<file path="config.mk">
export PLATFORM = sky130hd
export DESIGN_NAME = temp_history_reader
export DESIGN_NICKNAME = d
export VERILOG_FILES = /design/src/rtl/sensor_pkg.sv /design/src/rtl/temp_ring_buffer.sv /design/src/rtl/temp_history_reader.sv
export SDC_FILE = /design/constraint.sdc
export NUM_CORES = 2
export LEC_CHECK = 0
export BUFFER_PORTS_ARGS = -buffer_cell sky130_fd_sc_hd__buf_2
export CELL_PAD_IN_SITES_DETAIL_PLACEMENT = 0
export CELL_PAD_IN_SITES_GLOBAL_PLACEMENT = 1
export CORE_ASPECT_RATIO = 1.25
export CORE_MARGIN = 1
export CORE_UTILIZATION = 47
export CTS_CLUSTER_DIAMETER = 120
export DETAILED_ROUTE_END_ITERATION = 10
export PLACE_DENSITY = 0.75
export SYNTH_ARGS = -nofsm -noshare
export SYNTH_HDL_FRONTEND = slang
export SYNTH_SLANG_ARGS = --single-unit
</file>
<file path="constraint.sdc">
create_clock -name clock -period 25.4 [get_ports clock]
set_input_delay 1.27 -clock clock [delete_from_list [all_inputs] [get_ports clock]]
set_output_delay 1.27 -clock clock [all_outputs]
set_load 0.1 [all_outputs]
</file>
<file path="src/rtl/sensor_pkg.sv">
// Shared parameters, FSM state encoding and a saturating counter helper for the
// temperature history block.
package sensor_pkg;

  localparam int unsigned DEPTH   = 200;  // history entries
  localparam int unsigned WIDTH   = 8;    // sample width in bits
  localparam int unsigned CNT_W   = 8;    // request / count field width
  localparam int unsigned AGE_W   = 16;   // internal age arithmetic width
  localparam int unsigned AGE_MAX = 2 ** (AGE_W - 1);

  typedef enum logic [1:0] {
    IDLE   = 2'd0,
    STREAM = 2'd1,
    DONE   = 2'd2
  } state_t;

  // Saturates well below the top of the range so age sums never wrap.
  function automatic logic [AGE_W-1:0] sat_inc(input logic [AGE_W-1:0] x);
    return (x >= AGE_W'(AGE_MAX)) ? x : x + AGE_W'(1);
  endfunction

endpackage

</file>
<file path="src/rtl/temp_ring_buffer.sv">
// Circular sample store with one write port and one combinational read port
// addressed by age (0 = newest).
//   clock, reset      : rising-edge clock, synchronous active-high reset
//   wr_en, wr_data    : append a sample, advancing wr_ptr
//   rd_age -> rd_data : sample at slot (wr_ptr-1-rd_age) mod DEPTH
//   stored_count      : valid entries, saturating at DEPTH
module temp_ring_buffer #(
  parameter int unsigned DEPTH = sensor_pkg::DEPTH,
  parameter int unsigned WIDTH = sensor_pkg::WIDTH
) (
  input  logic                        clock,
  input  logic                        reset,
  input  logic                        wr_en,
  input  logic [WIDTH-1:0]            wr_data,
  input  logic [sensor_pkg::AGE_W-1:0] rd_age,
  output logic [WIDTH-1:0]            rd_data,
  output logic [sensor_pkg::CNT_W-1:0] stored_count
);
  import sensor_pkg::*;

  localparam int unsigned PTR_W = $clog2(DEPTH);

  logic [WIDTH-1:0] mem [DEPTH];
  logic [PTR_W-1:0] wr_ptr;
  int unsigned      age_mod;
  int unsigned      slot;

  // Storage is never reset; stored_count gates what is readable.
  always_ff @(posedge clock) begin
    if (wr_en && !reset) begin
      mem[wr_ptr] <= wr_data;
    end
  end

  // Write pointer and occupancy.
  always_ff @(posedge clock) begin
    if (reset) begin
      wr_ptr       <= '0;
      stored_count <= '0;
    end else if (wr_en) begin
      wr_ptr <= (wr_ptr == PTR_W'(DEPTH - 1)) ? '0 : wr_ptr + PTR_W'(1);
      if (stored_count != CNT_W'(DEPTH)) begin
        stored_count <= stored_count + CNT_W'(1);
      end
    end
  end

  // Age-to-slot translation; ages past DEPTH fold back modulo DEPTH.
  always_comb begin
    age_mod = 32'(rd_age) % DEPTH;
    slot    = (32'(wr_ptr) + DEPTH - 32'd1 - age_mod) % DEPTH;
    rd_data = mem[PTR_W'(slot)];
  end

endmodule

</file>
<file path="src/rtl/temp_history_reader.sv">
// Temperature history recorder with a dump engine: accepts a request for a
// window of past samples (offset/count by age), streams them newest first
// over a valid/ready port, then pulses a one-cycle summary.
//   clock, reset                 : rising-edge clock, synchronous active-high reset
//   sample_in, sample_valid      : sample write port (active during dumps too)
//   req_valid/ready/offset/count : dump request handshake
//   out_data/valid/ready/last    : returned sample stream
//   stats_valid/count, min_temp,
//   max_temp, overrun            : dump summary, valid for one cycle
//   stored_count                 : valid entries, saturating at DEPTH
module temp_history_reader #(
  parameter int unsigned DEPTH = sensor_pkg::DEPTH,
  parameter int unsigned WIDTH = sensor_pkg::WIDTH
) (
  input  logic                         clock,
  input  logic                         reset,
  input  logic [WIDTH-1:0]             sample_in,
  input  logic                         sample_valid,
  input  logic                         req_valid,
  output logic                         req_ready,
  input  logic [sensor_pkg::CNT_W-1:0] req_offset,
  input  logic [sensor_pkg::CNT_W-1:0] req_count,
  output logic [WIDTH-1:0]             out_data,
  output logic                         out_valid,
  input  logic                         out_ready,
  output logic                         out_last,
  output logic                         stats_valid,
  output logic [sensor_pkg::CNT_W-1:0] stats_count,
  output logic [WIDTH-1:0]             min_temp,
  output logic [WIDTH-1:0]             max_temp,
  output logic                         overrun,
  output logic [sensor_pkg::CNT_W-1:0] stored_count
);
  import sensor_pkg::*;

  state_t            state;
  state_t            state_next;

  logic              accept;
  logic              beat_xfer;
  logic              last_xfer;
  logic [CNT_W-1:0]  avail;
  logic [CNT_W-1:0]  n_eff;
  logic [AGE_W-1:0]  rd_age;
  logic [WIDTH-1:0]  rd_data;
  logic [WIDTH-1:0]  next_min;
  logic [WIDTH-1:0]  next_max;
  logic [AGE_W-1:0]  ovr_thr;
  logic              ovr_hit;

  logic [CNT_W-1:0]  off_q;
  logic [CNT_W-1:0]  n_q;
  logic [CNT_W-1:0]  idx_q;
  logic [AGE_W-1:0]  shift_q;   // writes since the snapshot, for re-addressing
  logic [AGE_W-1:0]  w_q;       // writes while streaming, for overrun
  logic [WIDTH-1:0]  run_min;
  logic [WIDTH-1:0]  run_max;

  temp_ring_buffer #(
    .DEPTH (DEPTH),
    .WIDTH (WIDTH)
  ) u_ring (
    .clock        (clock),
    .reset        (reset),
    .wr_en        (sample_valid),
    .wr_data      (sample_in),
    .rd_age       (rd_age),
    .rd_data      (rd_data),
    .stored_count (stored_count)
  );

  // Request decode: effective count clipped to what the snapshot holds.
  always_comb begin
    accept    = (state == IDLE) && req_valid;
    beat_xfer = (state == STREAM) && out_ready;
    last_xfer = beat_xfer && out_last;
    avail     = stored_count - req_offset;
    n_eff     = '0;
    if (req_offset < stored_count) begin
      n_eff = (req_count < avail) ? req_count : avail;
    end
  end

  // Read address: the request offset at acceptance, otherwise the next beat's
  // snapshot age shifted by the writes that have landed since.
  always_comb begin
    rd_age = AGE_W'(req_offset);
    if (state != IDLE) begin
      rd_age = AGE_W'(off_q) + AGE_W'(idx_q) + AGE_W'(1) + shift_q;
    end
  end

  // Running extrema including the beat transferring now; overrun threshold.
  always_comb begin
    next_min = (out_data < run_min) ? out_data : run_min;
    next_max = (out_data > run_max) ? out_data : run_max;
    ovr_thr  = AGE_W'(DEPTH) - AGE_W'(off_q) - AGE_W'(n_q) + AGE_W'(1);
    ovr_hit  = (w_q >= ovr_thr);
  end

  // State register.
  always_ff @(posedge clock) begin
    if (reset) begin
      state <= IDLE;
    end else begin
      state <= state_next;
    end
  end

  // Next-state logic.
  always_comb begin
    state_next = state;
    case (state)
      IDLE:    if (req_valid) state_next = (n_eff == '0) ? DONE : STREAM;
      STREAM:  if (last_xfer) state_next = DONE;
      DONE:    state_next = IDLE;
      default: state_next = IDLE;
    endcase
  end

  // State-decoded outputs.
  always_comb begin
    req_ready   = (state == IDLE);
    out_valid   = (state == STREAM);
    stats_valid = (state == DONE);
  end

  // Dump datapath: beat loading, write tracking and summary capture.
  always_ff @(posedge clock) begin
    if (reset) begin
      out_data    <= '0;
      out_last    <= 1'b0;
      stats_count <= '0;
      min_temp    <= '0;
      max_temp    <= '0;
      overrun     <= 1'b0;
      off_q       <= '0;
      n_q         <= '0;
      idx_q       <= '0;
      shift_q     <= '0;
      w_q         <= '0;
      run_min     <= '0;
      run_max     <= '0;
    end else if (accept) begin
      off_q    <= req_offset;
      n_q      <= n_eff;
      idx_q    <= '0;
      shift_q  <= sample_valid ? AGE_W'(1) : '0;
      w_q      <= '0;
      run_min  <= '1;
      run_max  <= '0;
      out_data <= rd_data;
      out_last <= (n_eff == CNT_W'(1));
      if (n_eff == '0) begin
        stats_count <= '0;
        min_temp    <= '0;
        max_temp    <= '0;
        overrun     <= 1'b0;
      end
    end else if (state == STREAM) begin
      if (sample_valid) begin
        shift_q <= sat_inc(shift_q);
        w_q     <= sat_inc(w_q);
      end
      if (beat_xfer) begin
        run_min <= next_min;
        run_max <= next_max;
        if (out_last) begin
          out_last    <= 1'b0;
          stats_count <= n_q;
          min_temp    <= next_min;
          max_temp    <= next_max;
          overrun     <= ovr_hit;
        end else begin
          idx_q    <= idx_q + CNT_W'(1);
          out_data <= rd_data;
          out_last <= ((idx_q + CNT_W'(1)) == (n_q - CNT_W'(1)));
        end
      end
    end
  end

endmodule

</file>
==> impl_metrics.toml <==
[job]
drv_cap = 0

[layout]
syn2layout_area_growth_pct = 10.1
drive_gt1_share_pct = 17.2
utilization_pct = 52.2
final_area_um2 = 83400
final_nets = 5013
fillers = 12855
diodes = 0
top_regs = "u_ring.mem (1600), shift_q (16), w_q (16)"
regMostFlops = "u_ring.mem"
largest_reg_flops = 1600

[floorplanning]
ios = 74
die_h_um = 451
core-area_um2 = 160000
row_count = 164
die-area_um2 = 163000
die_w_um = 361
initial_core_util_pct = 47.4

[yosys]
yosys.cell_types.count = 115
yosys.area_share.adder_pct = 1.93
ys_warn_count = 0
yosys.area.top_type_share_pct = 63.4
ys_top_cells_by_count = "1600 x edfxtp_1, 499 x nand2_1, 416 x nor2_1, 410 x mux4_2, 170 x clkbuf_1"
yosysMostFrequentCell = "edfxtp_1"
synth_top_family_by_area = "multiplexers"
synthCells = 4852
synth_top_area_cell = "edfxtp_1"
yosys.area_share.xor_xnor_pct = 1.63
avgSynthCellArea_um2 = 15.6
yosys-top-cells-area = "edfxtp_1 63%, mux4_2 12%, dfxtp_1 3.3%, nand2_1 2.5%, nor2_1 2.1%"
ys_dominant_reg_cell = "edfxtp_1"
ys_seq_area_share_pct = 66.7
synth.net_count = 4989
synth-edff-count = 1600
synthArstFlopShare_pct = 0
synth.area.mux_share_pct = 13.4
synth_seq_cells = 1724
synth-compound-area-share_pct = 6.49
syn_area_um2 = 75800
synthSimpleGateAreaFrac_pct = 7.96

[clock_network]
clkLatencyLatePin_ps = 830
cts_root_buffer = "clkbuf_16"
clock_path_buffers = 3
clock-sinks = 1724
cts_tree = "built"
clk_pin_slew_worst_paths_ps = 70
post_cts_resized = 0
htreeDepth = 4
cts_buffers = 163
cts_setup_buffers = 0
cts_hold_buf = 0

[min_path]
min_path_cells = 2
min_from = "max_temp[7]"
hp-class = "reg2reg"
min_to = "max_temp[7]"

[routing]
routed_wl_um = 195000
vias = 43327
drcViolationCount = 0
wl_met3_um = 12700
firstDrtPassIters = 7
final_antenna_net_count = 0
wl_per_cell_um = 27.5
wl_met1_um = 74000
wl_met2_um = 100000
drtIter0Drc = 4366
highest_layer = "met4"
via_per_inst = 6.12

[grt]
track_usage_pct = 23.9
grt_pass1_vias = 43011
grt_pass1_wl_um = 287000
grt-ovfl-total = 0
grt_max_degree = 125
antenna_found_initial = 0

[placement]
port_buffers = 73
place_area_um2 = 78200
gp_congestion = 0.868
post-dp-hpwl_um = 121000

[timing]
fin_crit_ps = 22290
worstMarginPinSlew_ps = 1260
relSlewSlack_pct = 13.9
fmax_ghz = 0.0449
hold_viol = 0
finalSetupTns_ps = 0
fin_skew_ps = 70.2
min_period_over_period_pct = 87.7
grt_setup_unrepaired = "false"
setup_viol = 0
slew_viol_final = 0

[setup_path]
worstPathRequired_ps = 26170
reg2reg_slack_ps = 3110
crit_path_end_kind = "flip-flop"
r2r_end = "out_data[3]"
path_max_fanout = 28
critPathArrivalTime_ps = 23050
r2r-start = "idx_q[2]"
worst-setup-path-type = "reg2reg"
cpMostUsedCell = "a21oi_1"
critPathLaunchType = "flip-flop"
ff2ff_path_depth = 65
slowest_stage = "a311oi_1"
critical-path-max-stage-delay_ps = 990
cp-startpoint = "idx_q[2]"

[pwr]
ir_drop_v = 0.000389
fin_total_pwr_mw = 9.54
p_per_area_nw_per_um2 = 114
p_leak_nw = 27.0

[status]
status = "finished clean"
kinds of logic (layout without fill, tap and decap cells):
logic type / after synthesis / in the layout
DFF: 1724 / 1724
and+or+nand+nor: 1348 / 1348
AOI/OAI and AO/OA: 684 / 684
muxes: 496 / 496
buffers and inverters: 349 / 506
xor gates and xnor gates: 140 / 140
adders and majority gates: 111 / 111
routing by layer:
metal	vias up	global-route usage [%]
li1	19098	-
met1	22268	29.9
met2	1639	41.8
met3	322	3.64
met4	0	9.30
met5	-	0
power breakdown:
part	internal [mW]	leakage, nW	switching (mW)
combinational	1.14	9.08	2.90
clock	1.29	2.52	1.08
sequential	3.11	15.4	0.0171
final cells by class:
type	count	area, um^2	area share [%]
Clock buffer	201	4270	5.12
Clock inverter	97	918	1.10
Inverter	81	304	0.364
Multi-Input combinational cell	2779	23900	28.7
Sequential cell	1724	50500	60.6
Tap cell	2075	2600	3.11
Timing Repair Buffer	127	883	1.06
worst max-delay path by stage:
| stage | endpoint | slack (ps) |
|---|---|---|
| CTS | out_data[3] | 3330 |
| detailed placement | out_data[3] | 3430 |
| global placement | out_data[3] | 3690 |
| floorplan | out_data[4] | 9640 |
| finish | out_data[3] | 3110 |
| global route | out_data[3] | 1480 |
through the flow:
step | worst slack [ps] | hold slack [ps] | cells
after floorplan | 9640 | 433 | 4852
after global placement | 3690 | 435 | 6786
after detailed placement | 3430 | 440 | 6786
after CTS | 3330 | 454 | 7084
after global routing | 1480 | 475 | 7084
final | 3110 | 447 | 7084
critical path: cells and delay by family, from the launching register on:
kind | cells | cell delay (ps)
compound gates | 38 | 12820
simple gates | 15 | 4770
fa+ha+maj | 4 | 1390
mux | 3 | 1350
xor+xnor | 3 | 1030
flops | 1 | 450
buf+inv | 2 | 350
layout by cell type (no fill, tap or decap), drive strengths merged, types with 19 or more instances in the layout:
| cell | count |
|---|---|
| edfxtp | 1600 |
| nand2 | 500 |
| nor2 | 418 |
| mux4 | 410 |
| clkbuf | 201 |
| o21ai | 143 |
| buf | 127 |
| dfxtp | 124 |
| a21oi | 114 |
| nand3 | 109 |
| ha | 97 |
| xnor2 | 88 |
| inv | 88 |
| nor3 | 83 |
| clkinv | 75 |
| mux2i | 71 |
| a211oi | 54 |
| xor2 | 52 |
| and2 | 51 |
| nand4 | 44 |
| a311oi | 37 |
| a21o | 35 |
| a22oi | 32 |
| o211ai | 32 |
| nor2b | 28 |
| a31oi | 28 |
| nand2b | 22 |
| or2 | 20 |
| o2111ai | 19 |
Note: power is estimated with default switching activity, not from simulation.
